## src/rtl/vram_arbiter.sv

```systemverilog
// rtl/vram_arbiter.sv - slot-framed single-port VRAM arbiter between the video fetch engine and the Z80 CPU
module vram_arbiter #(
    parameter int ADDR_W    = 14,
    parameter int DATA_W    = 8,
    parameter int SLOT_LEN  = 8,
    parameter int VID_PHASE = 0,
    parameter int CPU_PHASE = 4
) (
    input  logic              F14M,
    input  logic              RESET_N,
    input  logic              vid_sync,
    input  logic              vid_blank,
    input  logic              vid_req,
    input  logic [ADDR_W-1:0] vid_addr,
    output logic [DATA_W-1:0] vid_data,
    output logic              vid_valid,
    input  logic              cpu_req,
    input  logic              cpu_wr,
    input  logic [ADDR_W-1:0] cpu_addr,
    input  logic [DATA_W-1:0] cpu_wdata,
    output logic [DATA_W-1:0] cpu_rdata,
    output logic              cpu_ack,
    output logic              cpu_wait,
    output logic [ADDR_W-1:0] ram_addr,
    output logic              ram_we,
    output logic [DATA_W-1:0] ram_din,
    input  logic [DATA_W-1:0] ram_dout
);
    localparam int PH_W = (SLOT_LEN > 1) ? $clog2(SLOT_LEN) : 1;
    localparam logic [PH_W-1:0] VID_PH     = PH_W'(VID_PHASE);
    localparam logic [PH_W-1:0] CPU_PH     = PH_W'(CPU_PHASE);
    localparam logic [PH_W-1:0] GUARD_FROM = PH_W'(SLOT_LEN - 2);

    typedef enum logic [2:0] {IDLE, VID_RD, VID_CAP, CPU_ACC, CPU_CAP} state_t;

    state_t          state;
    state_t          state_next;
    logic [PH_W-1:0] phase;
    logic [PH_W-1:0] vid_dist;
    logic            done;
    logic            acc_wr;
    logic            cpu_pending;
    logic            cpu_window;
    logic            vid_go;
    logic            cpu_go;

    always_ff @(posedge F14M or negedge RESET_N) begin
        if (!RESET_N) begin
            phase <= '0;
        end else if (vid_sync) begin
            phase <= '0;
        end else begin
            phase <= phase + PH_W'(1);
        end
    end

    always_ff @(posedge F14M or negedge RESET_N) begin
        if (!RESET_N) begin
            state <= IDLE;
        end else begin
            state <= state_next;
        end
    end

    always_comb begin
        state_next = state;
        case (state)
            IDLE: begin
                if (vid_go) begin
                    state_next = VID_RD;
                end else if (cpu_go) begin
                    state_next = CPU_ACC;
                end
            end
            VID_RD:  state_next = VID_CAP;
            VID_CAP: state_next = IDLE;
            CPU_ACC: state_next = CPU_CAP;
            CPU_CAP: state_next = IDLE;
            default: state_next = IDLE;
        endcase
    end

    // In blanking the CPU may start anywhere except the last two phases before the
    // video slot, since a 3-cycle access started there would still be busy at VID_PHASE.
    always_comb begin
        vid_dist    = phase - VID_PH;
        cpu_pending = cpu_req & ~done;
        cpu_window  = (phase == CPU_PH) | (vid_blank & (vid_dist < GUARD_FROM));
        vid_go      = (state == IDLE) & (phase == VID_PH) & vid_req;
        cpu_go      = (state == IDLE) & ~vid_go & cpu_pending & cpu_window;
        cpu_wait    = cpu_pending;
    end

    always_ff @(posedge F14M or negedge RESET_N) begin
        if (!RESET_N) begin
            ram_addr  <= '0;
            ram_we    <= 1'b0;
            ram_din   <= '0;
            vid_data  <= '0;
            vid_valid <= 1'b0;
            cpu_rdata <= '0;
            cpu_ack   <= 1'b0;
            done      <= 1'b0;
            acc_wr    <= 1'b0;
        end else begin
            vid_valid <= (state == VID_CAP);
            cpu_ack   <= (state == CPU_CAP);
            ram_we    <= cpu_go & cpu_wr;
            if (vid_go) begin
                ram_addr <= vid_addr;
            end else if (cpu_go) begin
                ram_addr <= cpu_addr;
                ram_din  <= cpu_wdata;
                acc_wr   <= cpu_wr;
            end
            if (state == VID_CAP) begin
                vid_data <= ram_dout;
            end
            if ((state == CPU_CAP) && !acc_wr) begin
                cpu_rdata <= ram_dout;
            end
            // done blocks re-service of a request still held after its ack
            if (state == CPU_CAP) begin
                done <= 1'b1;
            end else if (!cpu_req) begin
                done <= 1'b0;
            end
        end
    end
endmodule

```

## config.mk

```make
export PLATFORM = sky130hd
export DESIGN_NAME = vram_arbiter
export DESIGN_NICKNAME = d
export VERILOG_FILES = /design/src/rtl/vram_arbiter.sv
export SDC_FILE = /design/constraint.sdc
export NUM_CORES = 1
export LEC_CHECK = 0
export ABC_CLOCK_PERIOD_IN_PS = 2100
export CELL_PAD_IN_SITES_DETAIL_PLACEMENT = 0
export CELL_PAD_IN_SITES_GLOBAL_PLACEMENT = 2
export CORE_AREA = 2 2 93 95
export DETAILED_ROUTE_END_ITERATION = 6
export DIE_AREA = 0 0 95 97
export PLACE_DENSITY_LB_ADDON = 0.08
export SLEW_MARGIN = 25
export SYNTH_ARGS = -nofsm -noshare
export SYNTH_HDL_FRONTEND = slang
export SYNTH_SLANG_ARGS = --single-unit
export TNS_END_PERCENT = 1
```

## constraint.sdc

```tcl
create_clock -name F14M -period 2.1 [get_ports F14M]
set_clock_uncertainty 0.2 [all_clocks]
set_input_delay 0.315 -clock F14M [delete_from_list [all_inputs] [get_ports F14M]]
set_output_delay 0.315 -clock F14M [all_outputs]
set_load 0.05 [all_outputs]
```

* Yosys cells after proc, flatten, opt, wreduce, memory -nomap -nowiden
Cells that the tools add are included.
** Word-level totals
- Bits in registers :: 49
- Input bits :: 51
- Output and inout bits :: 42
- Word-level logic and storage cells :: 45
** Cells by class
- $add $sub $neg :: 1
- $lt $le $gt $ge :: 1
- Eq/ne operators :: 7
- Mux-type cells :: 8
- Bitwise operators :: 11
- Reductions and logical operators :: 6
** Operators by type and width (count)
- $mux 14 :: 2
- $mux 3 :: 3
- $pmux 3 s3 :: 1
- $and 1x1->1 :: 8
- $eq 3x2->1 const B :: 2
- $eq 3x3->1 const B :: 2
- $logic_not 3->1 :: 2
- $add 3x1->3 const B :: 1
- $eq 3x1->1 const B :: 1
- $lt 3x3->1 const B :: 1
- $ne 3x3->1 const B :: 1
- $mux 1 :: 2
- $ne 2x1->1 const B :: 1
- $not 1->1 :: 2
- $reduce_and 2->1 :: 1
- $reduce_bool 2->1 :: 1
- $logic_and 1x1->1 :: 1
- $logic_not 1->1 :: 1
- $or 1x1->1 :: 1

* Longest topological paths before layout
Gate-level depths: netlist of the first run.
- Depth in word-level cells :: 10
- Gate-level depth with buffers :: 7
- Mapped depth without buffers :: 6

* Least setup slack after synthesis of the first run
No wires, ideal clock.
- Path type :: register to register
- Start point :: reg done
- End point :: reg acc_wr
- Library setup time :: 125 ps
- Arrival :: 2118 ps
- Required time :: 1775 ps
- Slack :: -343 ps
- Cell stages (with the launch flop) :: 6
- Buffers on the path :: 1
- Clock period less this slack :: 2443 ps
- Cell sequence :: dfrtp_1 > nor2b_1 > o211ai_4 > nor2b_4 > buf_6 > mux2_4
** Between the ends
- Cells in the longest elaborated chain, start to end :: 5
** RTL lines
- start, declared :: line 40 : logic done;
- start signal, assigned :: line 103 : done <= 1'b0;
- start signal, assigned :: line 124 : done <= 1'b1;
- start signal, assigned :: line 126 : done <= 1'b0;
- $not 1->1 :: line 87 : cpu_pending = cpu_req & ~done;
- $and 1x1->1 :: line 87
- named net cpu_wait :: line 23 : output logic cpu_wait,
- $and 1x1->1 (2 in a row) :: line 90 : cpu_go = (state == IDLE) & ~vid_go & cpu_pending & cpu_window;
- $reduce_and 2->1 (no source line)
- end signal, assigned :: line 114 : acc_wr <= cpu_wr;
- end, declared :: line 41 : logic acc_wr;
The timed path passes the listed nets, and every way through them passes these cells.
A chain may end at the register's enable or synchronous reset.

* Final worst setup path of the first run
- Start point :: reg ram_addr[12]
- End point :: out ram_addr[12]
** RTL lines
- start, declared :: line 24 : output logic [ADDR_W-1:0] ram_addr,
- start signal, assigned :: line 110 : ram_addr <= vid_addr;
- start signal, assigned :: line 112 : ram_addr <= cpu_addr;
No word-level cell between the ends.

==> flow_summary.yaml, run 1 <==
final_layout:
  finish.instance_area_mm2: 0.003259
  layout.cells.non_filler: 359
  area_growth_pct: 58.26
  fillers: 798
  multiInputGateArea_um2: 778.2
  nets: 306
  drive_gt1_frac: 0.1969
  n_antenna_cell: 0
  seqCellArea_mm2: 0.001226
die:
  die_h_um: 97
  pin_count: 93
  start_util: 0.2532
  die_w_um: 95
  rows: 33
  dieArea_mm2: 0.009215
  core_mm2: 0.008134
sta:
  finalHoldViolations: 0
  timing.fmax_mhz: 500.6
  finalSetupViolCount: 0
  max_slew_margin: 0.6359
  fin_crit_sh: 0.9513
  layout_min_cycle_time_ns: 1.998
  rsz0062_at_grt: "false"
  setup_ws_ns: 0.1023
  drv_slew: 0
  tightest_slew_ns: 0.5462
  holdWs_ns: 0.2629
synth:
  synth.ff_latch_count: 49
  synth_area_mm2: 0.002059
  yosys_warnings: 0
  syn_nets: 203
  synth.avg_cell_area_um2: 13.73
  yosys.cell_types.count: 24
  synthCells: 150
  synth_seq_area_share: 0.5954
global_route:
  overflow: 0
  grt_pass1_vias: 1473
  globalRouteTotalUtil: 0.1028
  grt_pass1_wl_mm: 7.369
  antenna_found_initial: 0
  grt_max_degree: 31
place:
  post-dp-hpwl_mm: 3.371
  pre_cts_slack_ns: -0.07350
  dp.cells: 350
  place_congestion: 0.7390
  port-buffer-count: 92
  placed_cell_area_mm2: 0.003158
run_status:
  status: "finished clean"
power:
  vdd_drop_max_uv: 447.9
  power_density_mw_per_mm2: 1647
  leakage_nw: 1.459
detailed_routing:
  vias: 1480
  dr.pass1.iters: 4
  wl_per_cell_um: 13.15
  post-route-drc-count: 0
  wl_mm: 4.722
  ant_nets: 0
  drt_iter0_markers: 31
  viasPerCell: 4.123
cts:
  cts_tree: "built"
  clk_path_buf_depth: 2
  clkTransAtPathRegs_ns: 0.09
  cts_made_buffers: 5
  cts_sinks: 49
  clk_latency_ns: 0.30
  htree_levels: 2
  post-cts-setup-buffers: 0
  clock-root-buffer: "clkbuf_8"
worst_hold_path:
  hold_path.class: "flop to flop"
  worstHoldPathCells: 1
  min_from: "phase[0]"
  hold_end: "phase[0]"
setup_path:
  slowest_delay_ns: 0.81
  reg2reg_slack_ns: 0.17
  rr_startpoint: "phase[1]"
  cp_top_family: "buffers and inverters"
  worstPathCellList: "clkdlybuf4s50_1"
  critPathCaptureType: "primary output"
  critPathKind: "flop to primary output"
  slowest_stage: "clkdlybuf4s50_1"
  cp_num_buf_inv: 1
  reg2reg_to: "ram_addr[11]"
  critPathLaunchType: "flop"
  crit_arrival_ns: 1.48
  critPathRequiredTime_ns: 1.58
  crit_fanout: 2
  reg2reg_depth: 7
run:
  drv.max_cap_violation_count: 0
==> per-layer routing <==
| metal | part of all wire | GRT usage | vias up |
|---|---|---|---|
| li1 | - | - | 719 |
| met1 | 0.44 | 0.1226 | 696 |
| met2 | 0.47 | 0.1724 | 62 |
| met3 | 0.083 | 0.03660 | 3 |
| met4 | 0.0072 | 0.03010 | 0 |
| met5 | 0 | 0 | - |
==> how the worst max path moves through the flow <==
stage                  from      endpoint  slack [ns]  cells past startpoint
2_1_floorplan          done        acc_wr        0.02                      5
3_3_place_gp      vid_blank   ram_addr[5]       -0.08                      7
3_5_place_dp      vid_blank  ram_addr[11]       -0.07                      7
4_1_cts        ram_addr[12]  ram_addr[12]        0.08                      1
5_1_grt            phase[1]  ram_addr[11]        0.03                      7
6_report       ram_addr[12]  ram_addr[12]        0.10                      1
==> through the flow <==
stage	total power, mW	utilization	setup TNS, ns
after floorplan	3.760	-	0
after global placement	4.861	0.3882	-0.6599
after detailed placement	4.856	0.3882	-0.8602
after CTS	5.451	0.4002	0
after global routing	5.650	0.4007	0
final	5.368	0.4007	0
==> layout make-up <==
cell class | count | share of cell area
clock buffers | 6 | 0.02226
clock inverters | 2 | 0.004607
inverters | 3 | 0.003455
multi-input cells | 91 | 0.2388
flip-flops and latches | 49 | 0.3762
well taps | 105 | 0.04031
repair buffers | 103 | 0.3144
==> flip-flops by register name, summed over array words and instances, names as in the netlist <==
| name | cells |
|---|---|
| cpu_ack | 1 |
| ram_addr | 14 |
| acc_wr | 1 |
| vid_data | 8 |
| phase | 3 |
| vid_valid | 1 |
| state | 3 |
| ram_din | 8 |
| cpu_rdata | 8 |
| done | 1 |
| ram_we | 1 |
==> cell usage after synthesis (all sizes together) <==
cell type | number | area, um^2
nor2b | 4 | 32.53
a21o | 1 | 7.510
xnor2 | 1 | 8.760
nand4b | 1 | 15.01
mux2i | 14 | 140.1
nand2 | 2 | 7.510
a21oi | 15 | 75.07
clkbuf | 3 | 11.26
o211ai | 1 | 21.27
ha | 2 | 25.02
nor2 | 17 | 63.81
and2 | 2 | 12.51
a21boi | 1 | 7.510
buf | 4 | 35.03
dfrtp | 49 | 1226
nor3b | 3 | 22.52
inv | 3 | 11.26
mux2 | 25 | 315.3
o21ai | 1 | 5.000
nor3 | 1 | 16.27
==> cell families after synthesis <==
logic type                 count (synthesis)  synth area share
muxes                                     39            0.2211
buffers and inverters                     10           0.02794
DFF                                       49            0.5954
xor gates and xnor gates                   1          0.004254
AOI/OAI and AO/OA                         19           0.05650
and+or+nand+nor                           30           0.08262
adders and majority gates                  2           0.01215
==> what timing repair did <==
action / 4_1_cts / 5_1_grt
gates resized for setup: 0 / 1
hold endpoints to repair: 21 / 0
hold buffers: 1 / 0
setup endpoints to repair: 0 / 5
==> power by group <==
| part | total, mW | internal [mW] | switching (mW) |
|---|---|---|---|
| clock network | 0.564 | 0.235 | 0.328 |
| logic | 3.21 | 1.28 | 1.93 |
| registers | 1.60 | 1.37 | 0.228 |
==> cells in the final DEF, fill, tap and decap left out <==
| cell | netlist | layout |
|---|---|---|
| buf_2 | 1 | 1 |
| nor2b_1 | 3 | 2 |
| a21boi_1 | 1 | 1 |
| nor2b_4 | 1 | 1 |
| a21oi_1 | 15 | 15 |
| and2_1 | 2 | 2 |
| clkbuf_8 | 0 | 5 |
| nor2_1 | 17 | 17 |
| dfrtp_1 | 49 | 49 |
| ha_1 | 2 | 2 |
| clkbuf_1 | 3 | 1 |
| dlygate4sd3_1 | 0 | 1 |
| nand4b_2 | 1 | 1 |
| buf_4 | 1 | 9 |
| a21o_1 | 1 | 1 |
| nor2b_2 | 0 | 1 |
| clkdlybuf4s50_1 | 0 | 89 |
| buf_12 | 0 | 2 |
| mux2_2 | 16 | 16 |
| clkinvlp_4 | 0 | 2 |
| buf_6 | 2 | 1 |
| o211ai_4 | 1 | 1 |
| mux2i_1 | 14 | 14 |
| nor3b_1 | 3 | 3 |
| mux2_4 | 9 | 9 |
| xnor2_1 | 1 | 1 |
| nor3_4 | 1 | 1 |
| o21ai_0 | 1 | 1 |
| nand2_1 | 2 | 2 |
| inv_1 | 3 | 3 |
Power figures use the tool's default switching activity.
==> inputs of run 2 (changes only) <==
CORE_AREA = 2 2 91 93   (was 2 2 93 95)
CTS_BUF_LIST = sky130_fd_sc_hd__clkbuf_8   (was not set)
CTS_CLUSTER_SIZE = 8   (was not set)
DIE_AREA = 0 0 93 95   (was 0 0 95 97)
TNS_END_PERCENT = 50   (was 1)
==> run 2 against run 1 <==
Critical path depth unchanged. Power rose by 0.45%. Via count down 0.34%. Combinational power about the same. Die area down 4.1%. Fmax is essentially flat. Sequential share of layout area is 0.10 points lower. Global-route usage is 0.71 points higher. Register-to-register slack gained 0.05 ns. Largest cell class unchanged.
==> flow_summary.yaml, run 2 (same netlist as run 1, synthesis figures left out) <==
final_layout:
  layout.cells.non_filler: 357
  largest_reg_flops: 14
  multiInputGateArea_um2: 778.2
  fillers: 770
  n_antenna_cell: 0
  regMostFlops: "ram_addr"
  drive_gt1_frac: 0.1905
  area_growth_pct: 58.69
  final_common_cell: "clkdlybuf4s50_1"
  seqCellArea_mm2: 0.001226
  final_cell_mix: "clkdlybuf4s50_1 (90), dfrtp_1 (49), nor2_1 (17)"
  nets: 304
cts:
  cts_sinks: 49
  htree_levels: 2
  clk_path_buf_depth: 2
  clkTransAtPathRegs_ns: 0.09
  cts_tree: "built"
  post-cts-setup-buffers: 0
  clock-root-buffer: "clkbuf_8"
  cts_made_buffers: 5
  clk_latency_ns: 0.30
die:
  pin_count: 93
  core_mm2: 0.007928
  dieArea_mm2: 0.008835
  die_h_um: 95
  start_util: 0.2598
  die_w_um: 93
  rows: 33
run:
  drv.max_cap_violation_count: 0
setup_path:
  cp_num_buf_inv: 1
  critPathCaptureType: "primary output"
  reg2reg_to: "ram_addr[4]"
  crit_arrival_ns: 1.48
  slowest_stage: "clkdlybuf4s50_1"
  critPathLaunchType: "flop"
  reg2reg_depth: 7
  reg2reg_slack_ns: 0.22
  critPathRequiredTime_ns: 1.58
  critPathKind: "flop to primary output"
  rr_startpoint: "phase[0]"
  cp_top_family: "buffers and inverters"
  slowest_delay_ns: 0.82
  worstPathCellList: "clkdlybuf4s50_1"
  cp_num_cells: 1
  crit_fanout: 2
worst_hold_path:
  hold_end: "phase[0]"
  worstHoldPathCells: 1
  hold_path.class: "flop to flop"
  min_from: "phase[0]"
detailed_routing:
  drt_iter0_markers: 26
  dr.pass1.iters: 4
  viasPerCell: 4.132
  ant_nets: 0
  wl_per_cell_um: 12.89
  wl_mm: 4.600
  post-route-drc-count: 0
  vias: 1475
sta:
  max_slew_margin: 0.6497
  setup_ws_ns: 0.1033
  timing.fmax_mhz: 500.8
  finalSetupViolCount: 0
  drv_slew: 0
  layout_min_cycle_time_ns: 1.997
  holdWs_ns: 0.2662
  finalHoldViolations: 0
  setup-tns-final_ns: 0
  tightest_slew_ns: 0.5239
  rsz0062_at_grt: "false"
  fin_crit_sh: 0.9508
place:
  post-dp-hpwl_mm: 3.284
  pre_cts_slack_ns: -0.01287
  place_congestion: 0.6923
  dp.cells: 348
  port-buffer-count: 92
global_route:
  grt_max_degree: 50
  grt_pass1_vias: 1581
  grt_pass1_wl_mm: 7.610
  antenna_found_initial: 0
  overflow: 0
  globalRouteTotalUtil: 0.1100
power:
  finalPower_mw: 5.392
  vdd_drop_max_uv: 499.6
  leakage_nw: 1.467
  power_density_mw_per_mm2: 1650
run_status:
  status: "finished clean"
## run 2: changes by cell type in the layout (fill, tap and decap cells not counted)
cell	previous run	this run
buf_4	9	5
clkbuf_1	1	0
clkinvlp_4	2	0
clkbuf_8	5	6
clkdlybuf4s50_1	89	90
clkinv_2	0	1
buf_12	2	3
clkinv_4	0	1
## run 2: what timing repair did
action / in CTS / in global routing
hold buffers: 1 / 0
endpoints found under the setup margin: 0 / 6
resized for setup: 0 / 1
endpoints found under the hold margin: 49 / 0
## run 2: worst max path at each step
| stage | startpoint | endpoint | slack (ns) |
|---|---|---|---|
| floorplan | done | acc_wr | 0.02 |
| global placement | vid_blank | ram_din[3] | -0.002 |
| detailed placement | vid_blank | ram_din[6] | -0.01 |
| CTS | ram_addr[10] | ram_addr[10] | 0.06 |
| global route | phase[0] | ram_addr[8] | 0.03 |
| finish | ram_addr[10] | ram_addr[10] | 0.10 |
## run 2: layout make-up
cell class                      instances  share of cell area
Inverter                                3            0.003446
Timing Repair Buffer                  101              0.3136
Tap cell                              105             0.04020
Clock buffer                            6             0.02527
Sequential cell                        49              0.3752
Multi-Input combinational cell         91              0.2381
Clock inverter                          2            0.004211
## run 2: metal layers
layer	up-vias	part of all wire	global-route usage
li1	710	-	-
met1	704	0.42	0.1336
met2	59	0.48	0.1775
met3	2	0.098	0.04549
met4	0	0.0061	0.03676
met5	-	0	0
## run 2: report_power, final
part | internal [mW] | leakage, nW | switching [mW]
logic | 1.28 | 0.824 | 1.93
clock network | 0.268 | 0.0512 | 0.318
registers | 1.37 | 0.592 | 0.231
total | 2.92 | 1.47 | 2.47
## run 2: per-stage QoR
stage	instance area [um^2]	utilization
finish	3268	0.4122
global route	3268	0.4122
CTS	3264	0.4118
detailed placement	3158	0.3984
global placement	3158	0.3984
floorplan	2062	-
